`src/rtl/uart_cfg_core.sv`:
```
// Build-time configurable UART: free-running oversample tick, TX and RX engines,
// parity/framing error detection and a runtime loopback from tx to the receiver.
module uart_cfg_core #(
    parameter int CLK_FREQ   = 100_000_000,
    parameter int BAUD_RATE  = 9600,
    parameter int OVERSAMPLE = 16,
    parameter int DATA_BITS  = 8,
    parameter int PARITY_EN  = 0,
    parameter int PARITY_ODD = 0,
    parameter int STOP_BITS  = 1
) (
    input  logic                 clk,
    input  logic                 rst,
    input  logic                 loopback,
    input  logic [DATA_BITS-1:0] tx_data,
    input  logic                 tx_start,
    output logic                 tx,
    output logic                 tx_busy,
    output logic                 tx_done,
    input  logic                 rx,
    output logic [DATA_BITS-1:0] rx_data,
    output logic                 rx_busy,
    output logic                 rx_done,
    output logic                 parity_err,
    output logic                 frame_err
);

    localparam int DIV   = CLK_FREQ / (BAUD_RATE * OVERSAMPLE);
    localparam int DIV_W = (DIV > 1) ? $clog2(DIV) : 1;
    localparam int OS_W  = $clog2(OVERSAMPLE);

    localparam logic [DIV_W-1:0] DIV_LAST  = DIV_W'(DIV - 1);
    localparam logic [OS_W-1:0]  OS_LAST   = OS_W'(OVERSAMPLE - 1);
    localparam logic [OS_W-1:0]  OS_HALF   = OS_W'(OVERSAMPLE / 2 - 1);
    localparam logic [2:0]       DATA_LAST = 3'(DATA_BITS - 1);
    localparam logic             STOP_LAST = 1'(STOP_BITS - 1);
    localparam logic             ODD       = (PARITY_ODD != 0);

    typedef enum logic [2:0] {
        S_IDLE,
        S_START,
        S_DATA,
        S_PARITY,
        S_STOP
    } state_t;

    // Oversample tick generator
    logic [DIV_W-1:0] div_cnt;
    logic             tick;

    assign tick = (div_cnt == DIV_LAST);

    always_ff @(posedge clk) begin
        if (rst) begin
            div_cnt <= '0;
        end else if (tick) begin
            div_cnt <= '0;
        end else begin
            div_cnt <= div_cnt + 1'b1;
        end
    end

    // Transmitter
    state_t                tx_state;
    logic [OS_W-1:0]       tx_cnt;
    logic [2:0]            tx_idx;
    logic                  tx_stop_idx;
    logic [DATA_BITS-1:0]  tx_shift;
    logic [DATA_BITS-1:0]  tx_hold;
    logic                  tx_par;
    logic                  tx_accept;

    assign tx_par    = (^tx_hold) ^ ODD;
    // The tx_done cycle is already IDLE, but a start there must wait one more cycle.
    assign tx_accept = (tx_state == S_IDLE) && tx_start && !tx_done;

    always_ff @(posedge clk) begin
        if (rst) begin
            tx_state    <= S_IDLE;
            tx_cnt      <= '0;
            tx_idx      <= '0;
            tx_stop_idx <= 1'b0;
            tx_shift    <= '0;
            tx_hold     <= '0;
            tx          <= 1'b1;
            tx_busy     <= 1'b0;
            tx_done     <= 1'b0;
        end else begin
            tx_done <= 1'b0;
            case (tx_state)
                S_IDLE: begin
                    if (tx_accept) begin
                        tx_state    <= S_START;
                        tx          <= 1'b0;
                        tx_busy     <= 1'b1;
                        tx_shift    <= tx_data;
                        tx_hold     <= tx_data;
                        tx_cnt      <= '0;
                        tx_idx      <= '0;
                        tx_stop_idx <= 1'b0;
                    end
                end
                default: begin
                    if (tick) begin
                        if (tx_cnt != OS_LAST) begin
                            tx_cnt <= tx_cnt + 1'b1;
                        end else begin
                            tx_cnt <= '0;
                            case (tx_state)
                                S_START: begin
                                    tx_state <= S_DATA;
                                    tx       <= tx_shift[0];
                                end
                                S_DATA: begin
                                    if (tx_idx != DATA_LAST) begin
                                        tx_idx   <= tx_idx + 1'b1;
                                        tx_shift <= {1'b0, tx_shift[DATA_BITS-1:1]};
                                        tx       <= tx_shift[1];
                                    end else if (PARITY_EN != 0) begin
                                        tx_state <= S_PARITY;
                                        tx       <= tx_par;
                                    end else begin
                                        tx_state <= S_STOP;
                                        tx       <= 1'b1;
                                    end
                                end
                                S_PARITY: begin
                                    tx_state <= S_STOP;
                                    tx       <= 1'b1;
                                end
                                S_STOP: begin
                                    if (tx_stop_idx == STOP_LAST) begin
                                        tx_state <= S_IDLE;
                                        tx_busy  <= 1'b0;
                                        tx_done  <= 1'b1;
                                    end else begin
                                        tx_stop_idx <= 1'b1;
                                    end
                                end
                                default: tx_state <= S_IDLE;
                            endcase
                        end
                    end
                end
            endcase
        end
    end

    // Receiver input: two-flop synchroniser, then the loopback mux
    logic rx_meta;
    logic rx_sync;
    logic rx_line;

    always_ff @(posedge clk) begin
        if (rst) begin
            rx_meta <= 1'b1;
            rx_sync <= 1'b1;
        end else begin
            rx_meta <= rx;
            rx_sync <= rx_meta;
        end
    end

    assign rx_line = loopback ? tx : rx_sync;

    // Receiver: samples only on ticks, mid-bit after a validated start
    state_t                rx_state;
    logic [OS_W-1:0]       rx_cnt;
    logic [2:0]            rx_idx;
    logic                  rx_stop_idx;
    logic [DATA_BITS-1:0]  rx_shift;
    logic                  rx_par_bit;
    logic                  rx_bad_stop;

    always_ff @(posedge clk) begin
        if (rst) begin
            rx_state    <= S_IDLE;
            rx_cnt      <= '0;
            rx_idx      <= '0;
            rx_stop_idx <= 1'b0;
            rx_shift    <= '0;
            rx_par_bit  <= 1'b0;
            rx_bad_stop <= 1'b0;
            rx_data     <= '0;
            rx_busy     <= 1'b0;
            rx_done     <= 1'b0;
            parity_err  <= 1'b0;
            frame_err   <= 1'b0;
        end else begin
            rx_done <= 1'b0;
            if (tick) begin
                case (rx_state)
                    S_IDLE: begin
                        if (!rx_line) begin
                            rx_state <= S_START;
                            rx_cnt   <= '0;
                        end
                    end
                    S_START: begin
                        if (rx_cnt != OS_HALF) begin
                            rx_cnt <= rx_cnt + 1'b1;
                        end else begin
                            rx_cnt <= '0;
                            // A start that is high again at mid-bit was a glitch.
                            if (!rx_line) begin
                                rx_state    <= S_DATA;
                                rx_busy     <= 1'b1;
                                rx_idx      <= '0;
                                rx_stop_idx <= 1'b0;
                                rx_par_bit  <= 1'b0;
                                rx_bad_stop <= 1'b0;
                            end else begin
                                rx_state <= S_IDLE;
                            end
                        end
                    end
                    default: begin
                        if (rx_cnt != OS_LAST) begin
                            rx_cnt <= rx_cnt + 1'b1;
                        end else begin
                            rx_cnt <= '0;
                            case (rx_state)
                                S_DATA: begin
                                    rx_shift <= {rx_line, rx_shift[DATA_BITS-1:1]};
                                    if (rx_idx != DATA_LAST) begin
                                        rx_idx <= rx_idx + 1'b1;
                                    end else begin
                                        rx_state <= (PARITY_EN != 0) ? S_PARITY : S_STOP;
                                    end
                                end
                                S_PARITY: begin
                                    rx_par_bit <= rx_line;
                                    rx_state   <= S_STOP;
                                end
                                S_STOP: begin
                                    if (rx_stop_idx != STOP_LAST) begin
                                        rx_stop_idx <= 1'b1;
                                        rx_bad_stop <= rx_bad_stop | ~rx_line;
                                    end else begin
                                        rx_state   <= S_IDLE;
                                        rx_busy    <= 1'b0;
                                        rx_done    <= 1'b1;
                                        rx_data    <= rx_shift;
                                        frame_err  <= rx_bad_stop | ~rx_line;
                                        parity_err <= (PARITY_EN != 0) ?
                                                      (rx_par_bit ^ (^rx_shift) ^ ODD) : 1'b0;
                                    end
                                end
                                default: rx_state <= S_IDLE;
                            endcase
                        end
                    end
                endcase
            end
        end
    end

endmodule

```
`config.mk`:
```
export PLATFORM = sky130hd
export DESIGN_NAME = uart_cfg_core
export DESIGN_NICKNAME = d
export VERILOG_FILES = /design/src/rtl/uart_cfg_core.sv
export SDC_FILE = /design/constraint.sdc
export NUM_CORES = 1
export LEC_CHECK = 0
export CAP_MARGIN = 20
export CORE_MARGIN = 5
export CORE_UTILIZATION = 35
export DETAILED_ROUTE_END_ITERATION = 8
export GPL_ROUTABILITY_DRIVEN = 1
export GPL_TIMING_DRIVEN = 1
export PLACE_DENSITY_LB_ADDON = 0.3
export SLEW_MARGIN = 15
export SYNTH_ARGS = -nofsm -noshare
export SYNTH_HDL_FRONTEND = slang
export SYNTH_SLANG_ARGS = --single-unit
export TNS_END_PERCENT = 10
```
`constraint.sdc`:
```
create_clock -name clk -period 3 [get_ports clk]
set_clock_uncertainty 0.2 [all_clocks]
set_input_delay 0.6 -clock clk [delete_from_list [all_inputs] [get_ports clk]]
set_output_delay 0.6 -clock clk [all_outputs]
set_load 0.05 [all_outputs]
```
==> metrics.yaml, run 1 <==
switching_share: 0.248
critPathLaunchType: "register"
synth-seq-cells: 63
synth-edff-count: 0
clkPwrFrac: 0.420
drtAntennaViolNets: 0
drt_iter0_markers: 62
fin_setup_tns_ns: 0
start_util: 0.357
die_w_um: 104
cts-root-buf: "clkbuf_8"
cts_resized: 0
post_cts_buffers: 0
grtUsageTotal: 0.119
synth_area_leaders: "dfxtp_1 41%, mux2i_1 8.4%, nand2b_1 5.5%, a21oi_1 3.9%, ha_1 3.2%"
clk_pin_slew_ns: 0.07
cts-buffers-inserted: 9
p_per_area_nw_per_um2: 521
synth_ff_type: "dfxtp_1"
grt_overflow_total: 0
combPwrFrac: 0.110
synthXorXnorAreaFrac: 0.0255
fillers: 888
via_count: 2416
critPathArrivalTime_ns: 2.49
slowest_delay_ns: 0.62
drive_above_1_share: 0.120
synth_fa_ha_area_frac: 0.0323
required_ns: 3.02
htreeDepth: 3
cp_max_fo: 7
cts_tree: "built"
grt_max_degree: 55
cpMaxStageDelayCell: "nor4_1"
core_area_um2: 8680
rsz0062_at_grt: "no"
vias_per_cell: 5.20
hp-class: "register to register"
firstDrtPassIters: 4
grt_pass1_wl_um: 10900
hold_viol_final: 0
netlist.area_leader.share: 0.407
antennaDiodeCount: 0
synth-compound-area-share: 0.158
synth_area_um2: 3100
peakVddDrop_v: 0.000222
io_buffers: 26
power_frac_seq: 0.470
yosysTopAreaCell: "dfxtp_1"
internal_power_mw: 1.43
netlist-cell-type-count: 66
cp_cell_sequence: "inv_1 -> ha_1 -> nand4bb_1 -> nor4_1 -> o21ai_0 -> a221o_1"
slew_viol_final: 0
synth.avg_cell_area_um2: 9.41
synthArstFlopShare: 0
post-dp-hpwl_um: 4180
layout.cells.non_filler: 465
tightest_slew_ns: 0.847
clock_latency_ns: 0.34
max_freq_ghz: 0.406
post_drt_wl_per_cell_um: 13.1
io_pins: 28
slew_headroom: 0.435
grt_pass1_vias: 2286
antenna_found_initial: 0
rows: 34
drt_wl_total_um: 6110
p_leak_nw: 1.35
layout_commonest_cell: "dfxtp_1"
finalSetupViolations: 0
status: "finished clean"
die-area_um2: 10800
synth_top_family_by_area: "simple AND/OR/NAND/NOR gates"
syn2layout_area_growth_pct: 17.5
cts_max_path_buffers: 2
worstSetupPathType: "register to register"
period_needed_ns: 2.46
gp_congestion: 0.778
power.switching_mw: 0.470
min_period_over_period: 0.822
cts_hold_buf: 0
ys_warn_count: 0
layout_common_cells: "63 x dfxtp_1, 27 x nand2b_1, 26 x mux2i_1"
maxCapViolCount: 0
synth_seq_area_share: 0.407
endpoint_kind: "register"
synthMuxAreaShare: 0.0914
die_height_um: 104
syn_inst: 329
cts.sink_count: 63
route.detailed.drc: 0
nNetsFinal: 373
placed_cells: 449
synth-simple-area-share: 0.242
synthesis.nets: 350
[per-stage QoR]
stage / hold WS (ns) / worst slack [ns] / util / area, um2 / total power, mW
global route: 0.237 / 0.295 / 0.419 / 3640 / 1.99
detailed placement: 0.199 / 0.505 / 0.395 / 3430 / 1.12
floorplan: 0.189 / 0.666 / - / 3100 / 1.06
CTS: 0.217 / 0.556 / 0.419 / 3640 / 1.92
finish: 0.212 / 0.535 / 0.419 / 3640 / 1.89
global placement: 0.201 / 0.518 / 0.395 / 3430 / 1.12
[critical path: cells and delay by family, from the launching register on]
kind / cells / cell delay (ns)
AO/OA/AOI/OAI: 2 / 0.66
buffers and inverters: 1 / 0.06
adder cells (fa/ha/maj): 1 / 0.16
AND/OR/NAND/NOR: 2 / 0.93
flip-flops: 1 / 0.34
[path summary, 6_finish.rpt]
check	cells after the start	to	startpoint	slack (ns)
min reg2reg	1	rx_sync	rx_meta	0.21
min	1	rx_sync	rx_meta	0.21
max	6	tx	div_cnt[0]	0.54
max reg2reg	6	tx	div_cnt[0]	0.54
[area by class of cell]
| type | instances | area [um2] | share of cell area |
|---|---|---|---|
| tap | 108 | 135 | 0.0371 |
| multi-input combinational | 241 | 1710 | 0.469 |
| inverter | 4 | 15.0 | 0.00413 |
| sequential | 63 | 1260 | 0.347 |
| clock inverter | 6 | 85.1 | 0.0234 |
| clock buffer | 10 | 128 | 0.0351 |
| timing repair buffer | 33 | 308 | 0.0846 |
[layer usage]
layer	global-route usage	wire length, um
met1	0.162	3140
met2	0.179	2710
met5	0	0
met4	0.0416	72
met3	0.0323	176
[flip-flops by register name (all words and copies together) (netlist names)]
signal,flops
rx_done,1
rx_cnt,4
rx_data,8
rx_sync,1
rx_meta,1
tx_shift,8
rx_idx,3
frame_err,1
rx_bad_stop,1
tx_cnt,4
rx_shift,8
rx_busy,1
tx_idx,3
tx,1
tx_done,1
rx_state,3
div_cnt,10
tx_state,3
tx_busy,1
[power groups by stage]
stage	registers [mW]	clock network [mW]	logic, mW
after global placement	0.910	0	0.208
after detailed placement	0.911	0	0.209
final	0.891	0.795	0.209
after global routing	0.896	0.864	0.232
after CTS	0.891	0.821	0.210
after floorplan	0.914	0	0.149
[cell usage after synthesis (all sizes together), types with 2 or more instances]
library cell	instances
dfxtp	63
nand2b	27
mux2i	26
a21oi	25
nor2	19
clkbuf	13
o21ai	13
nand2	10
nand3	10
buf	8
ha	8
a311oi	7
nor3	7
xnor2	7
nor2b	6
nor3b	6
nand4	5
nor4	5
or3	5
inv	4
o31ai	4
o32ai	4
or2	4
nand4b	3
or3b	3
a31oi	2
mux2	2
nand3b	2
o211ai	2
o21a	2
o22ai	2
or4	2
or4b	2
xor2	2
[kinds of logic (layout without fill, tap and decap cells)]
family / count (synthesis) / after routing
compound gates: 73 / 73
xor+xnor: 9 / 9
fa+ha+maj: 8 / 8
buf+inv: 25 / 53
flops: 63 / 63
mux: 28 / 28
other cells: 1 / 1
simple gates: 122 / 122
(Power assumes the default switching activity.)
==> inputs of run 2 (changes only) <==
Clock period 3 ns to 2.5 ns, I/O delays scaled along.
==> run 2 against run 1 <==
Net effect: via count grew 5.8%; critical path type unchanged; wire length increased by 7.1%; global-route usage grew 0.89 points; fmax increased by 3.0%; largest power group is now clock; worst hold slack improved by 0.022 ns; first-iteration DRC count grew 110%; design area grew 4.4%; sequential cell count did not move; sequential power is 20% higher; die area stayed put.
==> metrics.yaml, run 2 (synthesis gave the netlist of run 1 again) <==
die_w_um: 104  # unchanged
post_cts_buffers: 0  # unchanged
cp_max_fo: 5  # -2
endpoint_kind: "register"
largest_reg_flops: 10  # unchanged
seqCellArea_um2: 1260  # unchanged
io_pins: 28  # unchanged
rsz0062_at_grt: "no"
max_freq_ghz: 0.418  # +3.0%
antenna_found_initial: 0  # unchanged
via_count: 2555  # +5.8%
finish.utilization: 0.438  # +0.0185
cpMaxStageDelayCell: "or4b_1"
cts_resized: 0  # unchanged
hold_viol_final: 0  # unchanged
nNetsFinal: 390  # +4.6%
start_util: 0.357  # unchanged
grt_overflow_total: 0  # unchanged
grtUsageTotal: 0.127  # +0.00886
grt_pass1_vias: 2551  # +12%
die-area_um2: 10800  # unchanged
firstDrtPassIters: 4  # unchanged
drive_above_1_share: 0.163  # +0.0427
vias_per_cell: 5.30  # +2.0%
slowest_delay_ns: 0.51  # -0.11 ns
grt_max_degree: 39  # -29%
post-dp-hpwl_um: 4610  # +10%
tightest_slew_ns: 0.606  # -0.241 ns
gp_congestion: 0.887  # +14%
drtAntennaViolNets: 0  # unchanged
worstSetupPathType: "register to register"
core_area_um2: 8680  # unchanged
critPathLaunchType: "register"
drt_iter0_markers: 129  # +110%
route.detailed.drc: 0  # unchanged
io_buffers: 26  # unchanged
dpl_cell_area_um2: 3550  # +3.7%
period_needed_ns: 2.39  # -0.0728 ns
layout_common_cells: "63 x dfxtp_1, 27 x nand2b_1, 26 x mux2i_1"
grt_pass1_wl_um: 11800  # +8.2%
fillers: 865  # -2.6%
required_ns: 2.57  # -0.45 ns
clock_latency_ns: 0.33  # about the same
drt_wl_total_um: 6540  # +7.1%
critPathArrivalTime_ns: 2.46  # -0.03 ns
finalSetupViolations: 0  # unchanged
cts_max_path_buffers: 2  # unchanged
rows: 34  # unchanged
layout_commonest_cell: "dfxtp_1"
cp_cell_sequence: "ha_1 -> ha_1 -> or4b_1 -> o31a_1 -> or4_1 -> a21oi_1"
p_per_area_nw_per_um2: 634  # +22%
cts-buffers-inserted: 9  # unchanged
hp-class: "register to register"
clk_pin_slew_ns: 0.07  # about the same
status: "finished clean"
cp_common_cell: "ha_1"
antennaDiodeCount: 0  # unchanged
cts_hold_buf: 0  # unchanged
cts.sink_count: 63  # unchanged
regMostFlops: "div_cnt"
post_drt_wl_per_cell_um: 13.6  # +3.3%
syn2layout_area_growth_pct: 22.7
fin_setup_tns_ns: 0  # unchanged
die_height_um: 104  # unchanged
cts_tree: "built"
maxCapViolCount: 0  # unchanged
cts-root-buf: "clkbuf_8"
peakVddDrop_v: 0.000239  # +7.6%
slew_viol_final: 0  # unchanged
slew_headroom: 0.596  # +0.161
p_leak_nw: 1.44  # +6.9%
htreeDepth: 3  # unchanged
multi_input_area_um2: 1710  # unchanged
min_period_over_period: 0.957  # +0.135
final_area_um2: 3800  # +4.4%
-- run 2: final timing paths --
kind	start	to	cells after the start	slack, ns
max	tx_idx[0]	tx_idx[0]	6	0.11
min	rx_meta	rx_sync	1	0.23
max reg2reg	tx_idx[0]	tx_idx[0]	6	0.11
min reg2reg	rx_meta	rx_sync	1	0.23
-- run 2: report_power, final --
| group | internal [mW] | leakage (nW) | total, mW | switching, mW |
|---|---|---|---|---|
| clock | 0.663 | 0.112 | 1.08 | 0.415 |
| combinational | 0.119 | 0.819 | 0.264 | 0.145 |
| sequential | 1.04 | 0.511 | 1.07 | 0.0286 |
| total | 1.82 | 1.44 | 2.41 | 0.588 |
-- run 2: worst max-delay path, delay by kind of cell, from the launching register on --
kind,cells,cell delay (ns)
AOI/OAI and AO/OA,2,0.45
adders and majority gates,2,0.42
and+or+nand+nor,2,0.93
DFF,1,0.33
-- run 2: metrics by stage --
step	cells	total power [mW]	hold WS [ns]	setup WS, ns
finish	482	2.41	0.234	0.108
global route	482	2.52	0.243	0.00551
CTS	482	2.44	0.239	0.110
detailed placement	466	1.35	0.218	0.139
global placement	466	1.35	0.200	0.209
floorplan	329	1.28	0.189	0.166
-- run 2: routing by layer --
metal	track usage	part of all wire
met2	0.198	0.46
met1	0.168	0.48
met5	0	0
met4	0.0518	0.018
met3	0.0329	0.038
-- run 2: final cells by class --
type	instances	share of cell area
Timing Repair Buffer	50	0.115
Multi-Input combinational cell	241	0.449
Clock buffer	9	0.0326
Tap cell	108	0.0356
Clock inverter	7	0.0319
Inverter	4	0.00395
Sequential cell	63	0.332
==> inputs of run 3 (changes only) <==
==> constraint.sdc (replaced) <==
create_clock -name clk -period 2.5 [get_ports clk]
set_clock_uncertainty 0.2 [all_clocks]
set_input_delay 0.5 -clock clk [delete_from_list [all_inputs] [get_ports clk]]
set_output_delay 0.5 -clock clk [all_outputs]
set_load 0.02 [all_outputs]
==> results of run 3 <==
The final DEF is identical to that of run 2. Status: finished clean.
Among the figures that moved: total power 2.41 mW -> 2.40 mW
